<file path="src/rtl/mem_arbiter_pkg.sv">
// mem_arbiter_pkg: shared definitions for the main-memory arbiter.
//   - address / data widths of the word-addressed memory port
//   - requester indices (CPU, IOP)
//   - arbiter FSM state encodings
//   - mem_cmd_t: one buffered memory command (we / address / wdata)
// Bit numbering follows the rest of the machine: address bits [15:31],
// data bits [0:31], bit 0 / bit 15 being the most significant.
package mem_arbiter_pkg;

    localparam int ADDR_W    = 17;
    localparam int DATA_W    = 32;

    localparam int PORT_CPU  = 0;
    localparam int PORT_IOP  = 1;
    localparam int NUM_PORTS = 2;

    localparam logic [1:0] ST_IDLE   = 2'd0;
    localparam logic [1:0] ST_ACCESS = 2'd1;
    localparam logic [1:0] ST_DONE   = 2'd2;

    typedef struct packed {
        logic        we;
        logic [15:31] address;
        logic [0:31]  wdata;
    } mem_cmd_t;

endpackage

</file>
<file path="src/rtl/mem_arbiter_port_buffer.sv">
// mem_port_buffer: per-requester front end of the memory arbiter.
// Captures a one-cycle command strobe into a pending buffer, reports busy,
// flags strobes that arrive while busy (sticky), and holds the last read
// data returned to this requester.
// Ports:
//   clock, reset     system clock, synchronous active-high reset
//   strobe, cmd_in   command strobe and the command sampled with it
//   take             arbiter has granted this buffer; clears pending
//   active           arbiter is performing this port's access
//   rd_load, rd_value load rdata with the memory read value
//   cmd              buffered command
//   pending, busy    command waiting / command waiting or in progress
//   error            sticky: strobe seen while busy
//   rdata            held read data
module mem_port_buffer
    import mem_arbiter_pkg::*;
(
    input  logic        clock,
    input  logic        reset,
    input  logic        strobe,
    input  mem_cmd_t    cmd_in,
    input  logic        take,
    input  logic        active,
    input  logic        rd_load,
    input  logic [0:31] rd_value,
    output mem_cmd_t    cmd,
    output logic        pending,
    output logic        busy,
    output logic        error,
    output logic [0:31] rdata
);

    // Not busy during the DONE cycle, so a strobe coinciding with ack is taken.
    assign busy = pending | active;

    always_ff @(posedge clock) begin
        if (reset) begin
            cmd     <= '0;
            pending <= 1'b0;
            error   <= 1'b0;
            rdata   <= '0;
        end else begin
            // take only fires while pending (hence busy), so it never races
            // with an accepted strobe.
            if (strobe && !busy) begin
                cmd     <= cmd_in;
                pending <= 1'b1;
            end else if (take) begin
                pending <= 1'b0;
            end
            if (strobe && busy)
                error <= 1'b1;
            if (rd_load)
                rdata <= rd_value;
        end
    end

endmodule

</file>
<file path="src/rtl/mem_arbiter.sv">
// mem_arbiter: shares the single word-addressed main-memory port between the
// CPU and the IOP. Each side strobes a command into its own buffer; the
// arbiter grants one buffer at a time, holds the memory access for
// WAIT_STATES+1 cycles, then pulses that side's ack for one cycle.
// Parameters:
//   WAIT_STATES   extra memory cycles per access (0..15)
//   IOP_PRIORITY  tie winner when both pending: 1 = IOP, 0 = CPU
// Build option:
//   MEM_ARB_ROUND_ROBIN_EN  ties go to the port not granted last (first tie
//                           goes to CPU); IOP_PRIORITY is then unused.
// Ports:
//   clock, reset                    clock, synchronous active-high reset
//   cpu_* / iop_*                   strobe, we, address, wdata in;
//                                   ack, rdata, busy out
//   mem_en, mem_we, mem_address,
//   mem_wdata, mem_rdata            memory port
//   protocol_error                  sticky: strobe while that port was busy
module mem_arbiter
    import mem_arbiter_pkg::*;
#(
    parameter int WAIT_STATES  = 1,
    parameter bit IOP_PRIORITY = 1'b1
) (
    input  logic         clock,
    input  logic         reset,
    input  logic         cpu_strobe,
    input  logic         cpu_we,
    input  logic [15:31] cpu_address,
    input  logic [0:31]  cpu_wdata,
    output logic         cpu_ack,
    output logic [0:31]  cpu_rdata,
    output logic         cpu_busy,
    input  logic         iop_strobe,
    input  logic         iop_we,
    input  logic [15:31] iop_address,
    input  logic [0:31]  iop_wdata,
    output logic         iop_ack,
    output logic [0:31]  iop_rdata,
    output logic         iop_busy,
    output logic         mem_en,
    output logic         mem_we,
    output logic [15:31] mem_address,
    output logic [0:31]  mem_wdata,
    input  logic [0:31]  mem_rdata,
    output logic         protocol_error
);

    logic [1:0]           state;
    logic [3:0]           count;
    logic                 grant;      // 0 = CPU, 1 = IOP
    logic                 next_grant;
    mem_cmd_t             mem_cmd_q;

    logic [NUM_PORTS-1:0] strobe_v, pend, busy_v, err, take, active, rd_load;
    mem_cmd_t             cmd_in  [NUM_PORTS];
    mem_cmd_t             cmd_buf [NUM_PORTS];
    logic [0:31]          rdata_v [NUM_PORTS];

`ifdef MEM_ARB_ROUND_ROBIN_EN
    logic                 last_grant;
`endif

    assign strobe_v[PORT_CPU] = cpu_strobe;
    assign strobe_v[PORT_IOP] = iop_strobe;
    assign cmd_in[PORT_CPU]   = '{we: cpu_we, address: cpu_address, wdata: cpu_wdata};
    assign cmd_in[PORT_IOP]   = '{we: iop_we, address: iop_address, wdata: iop_wdata};

    // Winner among pending ports; only consulted in IDLE.
    always_comb begin
        next_grant = 1'b0;
        if (pend[PORT_CPU] && pend[PORT_IOP]) begin
`ifdef MEM_ARB_ROUND_ROBIN_EN
            next_grant = ~last_grant;
`else
            next_grant = IOP_PRIORITY;
`endif
        end else if (pend[PORT_IOP]) begin
            next_grant = 1'b1;
        end
    end

    for (genvar p = 0; p < NUM_PORTS; p++) begin : g_port
        assign take[p]    = (state == ST_IDLE) && (|pend) && (next_grant == 1'(p));
        assign active[p]  = (state == ST_ACCESS) && (grant == 1'(p));
        // Capture on the final access cycle; writes leave rdata untouched.
        assign rd_load[p] = active[p] && (count == 4'd0) && !mem_cmd_q.we;

        mem_port_buffer u_buf (
            .clock    (clock),
            .reset    (reset),
            .strobe   (strobe_v[p]),
            .cmd_in   (cmd_in[p]),
            .take     (take[p]),
            .active   (active[p]),
            .rd_load  (rd_load[p]),
            .rd_value (mem_rdata),
            .cmd      (cmd_buf[p]),
            .pending  (pend[p]),
            .busy     (busy_v[p]),
            .error    (err[p]),
            .rdata    (rdata_v[p])
        );
    end

    always_ff @(posedge clock) begin
        if (reset) begin
            state     <= ST_IDLE;
            count     <= 4'd0;
            grant     <= 1'b0;
            mem_cmd_q <= '0;
`ifdef MEM_ARB_ROUND_ROBIN_EN
            last_grant <= 1'b1;
`endif
        end else begin
            case (state)
                ST_IDLE: begin
                    if (|pend) begin
                        grant     <= next_grant;
                        mem_cmd_q <= cmd_buf[next_grant];
                        count     <= 4'(WAIT_STATES);
                        state     <= ST_ACCESS;
`ifdef MEM_ARB_ROUND_ROBIN_EN
                        last_grant <= next_grant;
`endif
                    end
                end
                ST_ACCESS: begin
                    if (count == 4'd0)
                        state <= ST_DONE;
                    else
                        count <= count - 4'd1;
                end
                ST_DONE: state <= ST_IDLE;
                default: state <= ST_IDLE;
            endcase
        end
    end

    assign mem_en         = (state == ST_ACCESS);
    assign mem_we         = mem_en & mem_cmd_q.we;
    assign mem_address    = mem_cmd_q.address;
    assign mem_wdata      = mem_cmd_q.wdata;

    assign cpu_ack        = (state == ST_DONE) && (grant == 1'b0);
    assign iop_ack        = (state == ST_DONE) && (grant == 1'b1);
    assign cpu_busy       = busy_v[PORT_CPU];
    assign iop_busy       = busy_v[PORT_IOP];
    assign cpu_rdata      = rdata_v[PORT_CPU];
    assign iop_rdata      = rdata_v[PORT_IOP];
    assign protocol_error = |err;

endmodule

</file>
<file path="config.mk">
export PLATFORM = sky130hd
export DESIGN_NAME = mem_arbiter
export DESIGN_NICKNAME = d
export VERILOG_FILES = /design/src/rtl/mem_arbiter_pkg.sv /design/src/rtl/mem_arbiter_port_buffer.sv /design/src/rtl/mem_arbiter.sv
export SDC_FILE = /design/constraint.sdc
export NUM_CORES = 1
export LEC_CHECK = 0
export CAP_MARGIN = 20
export CORE_ASPECT_RATIO = 0.75
export CORE_MARGIN = 4
export CORE_UTILIZATION = 31
export DETAILED_ROUTE_END_ITERATION = 7
export PLACE_DENSITY = 0.57
export SYNTH_ARGS = -nofsm -noshare
export SYNTH_HDL_FRONTEND = slang
export SYNTH_SLANG_ARGS = --single-unit
export TNS_END_PERCENT = 50
</file>
<file path="constraint.sdc">
create_clock -name clock -period 3.2 [get_ports clock]
set_input_delay 0.48 -clock clock [delete_from_list [all_inputs] [get_ports clock]]
set_output_delay 0.48 -clock clock [all_outputs]
set_load 0.005 [all_outputs]
</file>
==> flow_summary.json <==
{
  "worstMarginPinSlew_ps": 1111,
  "clk_pin_slew_ps": 60,
  "portBuffers": 255,
  "power.internal_mw": 5.495,
  "tritoncts": "built",
  "fmax_mhz": 360.7,
  "finalSetupViolations": 0,
  "grt-ovfl-total": 0,
  "ys.flop_type": "dfxtp_1",
  "die_h_um": 163.7,
  "cts_setup_buffers": 0,
  "setup_tns_ps": 0,
  "period_minus_slack_ps": 2772,
  "vias": 7744,
  "clock-skew-final_ps": 12.41,
  "period_share": 0.8663,
  "wl_um": 29300,
  "dieArea_sq_um": 35300,
  "htreeDepth": 1,
  "power_frac_seq": 0.421,
  "ios": 256,
  "crit_fanout": 9,
  "avgRoutedWirePerCell_um": 17.63,
  "cts_root_buf": "clkbuf_16",
  "cts_buffers": 26,
  "start_util": 0.3171,
  "hp-class": "in2reg",
  "syn2layout_area_growth_pct": 33.79,
  "worstPathArrival_ps": 2290,
  "ys_ff_latch": 225,
  "grt_first_pass_wirelength_um": 45330,
  "num_rows": 56,
  "path_class": "reg2out",
  "synth.cell_area_sq_um": 10020,
  "grt_pass1_vias": 7764,
  "fin_hold_ws_ps": 392.7,
  "ys_warn_count": 0,
  "antennaDiodeCount": 0,
  "nNetsFinal": 1345,
  "slew_viol_final": 0,
  "synth_edf_count": 0,
  "ant_nets": 0,
  "post_drt_via_cell_ratio": 4.659,
  "critical_path_required_ps": 2720,
  "cts-hold-fix-buffers": 0,
  "power.switching_mw": 1.943,
  "grt_max_degree": 102,
  "gp_routability_congestion": 0.7536,
  "hpwl_um": 19170,
  "clk_latency_ps": 530,
  "vdd_drop_max_mv": 0.3082,
  "ctsResizeCount": 0,
  "slew_headroom": 0.2596,
  "syn_inst": 1049,
  "antenna_found_initial": 2,
  "syn-num-nets": 1187,
  "hold_viol_final": 0,
  "p_per_area_nw_per_um2": 554.8,
  "stdcell_area_sq_um": 13410,
  "syn_avg_cell_area_sq_um": 9.553,
  "drt_iter0_drc": 432,
  "switching_share": 0.2612,
  "dieWidth_um": 215.6,
  "first_pass_iters": 5,
  "pwr-share-clk": 0.410,
  "endpoint_kind": "primary output",
  "layout-drive-gt1-share": 0.1027,
  "async_reset_ff_frac": 0,
  "critPathLaunchType": "register",
  "design.core.area_sq_um": 31600,
  "cts_max_path_buffers": 3,
  "groute.usage.overall": 0.1593,
  "drc_errors": 0,
  "cts_num_sinks": 225,
  "rsz0062_at_grt": "no",
  "placed_cell_area_sq_um": 12510,
  "run_status": "finished clean",
  "maxCapViolCount": 0,
  "synth_cell_types": 42,
  "p_leak_nw": 4.874,
  "combPwrFrac": 0.169,
  "seq_area_frac_synth": 0.4495
}
[routing by layer]
| layer | track usage | vias to the layer above | wire length, um |
|---|---|---|---|
| met5 | 0 | - | 40 |
| met4 | 0.03307 | 4 | 601 |
| met3 | 0.03606 | 43 | 1285 |
| met2 | 0.2440 | 167 | 12740 |
| met1 | 0.2303 | 3657 | 14630 |
| li1 | - | 3873 | - |
[per-stage QoR]
| stage | std cells | power (mW) | setup slack, ps | utilization |
|---|---|---|---|---|
| after global routing | 1662 | 7.799 | 268.1 | 0.4243 |
| after global placement | 1614 | 4.445 | 990.8 | 0.3960 |
| after CTS | 1662 | 7.569 | 380.5 | 0.4243 |
| after detailed placement | 1614 | 4.462 | 971.6 | 0.3960 |
| after floorplan | 1049 | 3.915 | 1355 | - |
| final | 1662 | 7.438 | 427.7 | 0.4243 |
[final cells by class]
cell class	count	area, sq um
multi-input combinational	673	4717
clock buffer	42	832.0
sequential	225	4504
inverter	7	26.28
fill	3114	18190
timing repair buffer	274	2721
tap	435	544.3
clock inverter	6	61.31
[state kept, by name, indices dropped and copies added, names as in the netlist, 2 cells and up]
register and cells:
state 2, g_port.u_buf.rdata 64, g_port.u_buf.cmd 100, g_port.u_buf.pending 2, mem_wdata 32, g_port.u_buf.error 2
mem_address 17, count 4
[placed cells by master (no fill, tap or decap), types with 2 or more instances in the layout]
master / netlist / final
inv_1: 7 / 7
buf_12: 3 / 2
dfxtp_1: 225 / 225
or2_2: 2 / 3
a21oi_1: 106 / 106
nor3b_1: 5 / 4
a22oi_1: 43 / 43
mux2i_1: 114 / 114
nand2b_1: 198 / 198
a21o_1: 7 / 7
o21ai_0: 54 / 54
ha_1: 2 / 2
buf_4: 52 / 17
or3_1: 2 / 2
clkbuf_16: 0 / 27
nand3b_1: 8 / 8
clkbuf_1: 73 / 5
clkinv_2: 0 / 3
nand2_1: 10 / 10
nand3_1: 50 / 50
nor2b_1: 3 / 2
clkbuf_8: 0 / 10
a21bo_2: 50 / 50
clkdlybuf4s50_1: 0 / 254
[Yosys cell counts (2+ instances only)]
master,count,share of area
nor2b_1,3,0.0019
buf_1,2,0.00075
ha_1,2,0.0025
nand3_1,50,0.025
inv_1,7,0.0026
a22oi_1,43,0.032
buf_4,52,0.039
or2_2,2,0.0012
a21bo_2,50,0.050
a21oi_1,106,0.053
clkbuf_1,73,0.027
buf_2,13,0.0065
mux2i_1,114,0.11
a21o_1,7,0.0052
nor3b_1,5,0.0037
nand2b_1,198,0.12
nand3b_1,8,0.0060
or3_1,2,0.0012
o21ai_0,54,0.027
dfxtp_1,225,0.45
nand2_1,10,0.0037
buf_12,3,0.0060
[final timing paths]
check,start,to,slack [ps],depth (start not counted)
max,state[0],cpu_busy,430,3
min,reset,state[0],390,2
max reg2reg,state[0],g_port[0].u_buf.rdata[27],1070,3
min reg2reg,g_port[1].u_buf.error,g_port[1].u_buf.error,460,2
[critical path: stages, from the launching register on]
cell             delay, ps
dfxtp_1                550
nor3b_1                500
or2_2                  220
clkdlybuf4s50_1        500
[kinds of logic (layout without fill, tap and decap cells)]
group / count (synthesis) / after routing / share of synthesized area
compound gates: 267 / 267 / 0.1727
buf+inv: 151 / 329 / 0.08328
simple gates: 290 / 290 / 0.1782
mux: 114 / 114 / 0.1139
flops: 225 / 225 / 0.4495
fa+ha+maj: 2 / 2 / 0.002497
[power groups by stage]
stage	Sequential, mW	Clock, mW	Combinational [mW]
final	3.13	3.05	1.26
after global placement	3.19	0	1.26
after CTS	3.13	3.16	1.28
after detailed placement	3.19	0	1.27
after floorplan	3.15	0	0.767
after global routing	3.16	3.27	1.37
Note: power is estimated with default switching activity, not from simulation.
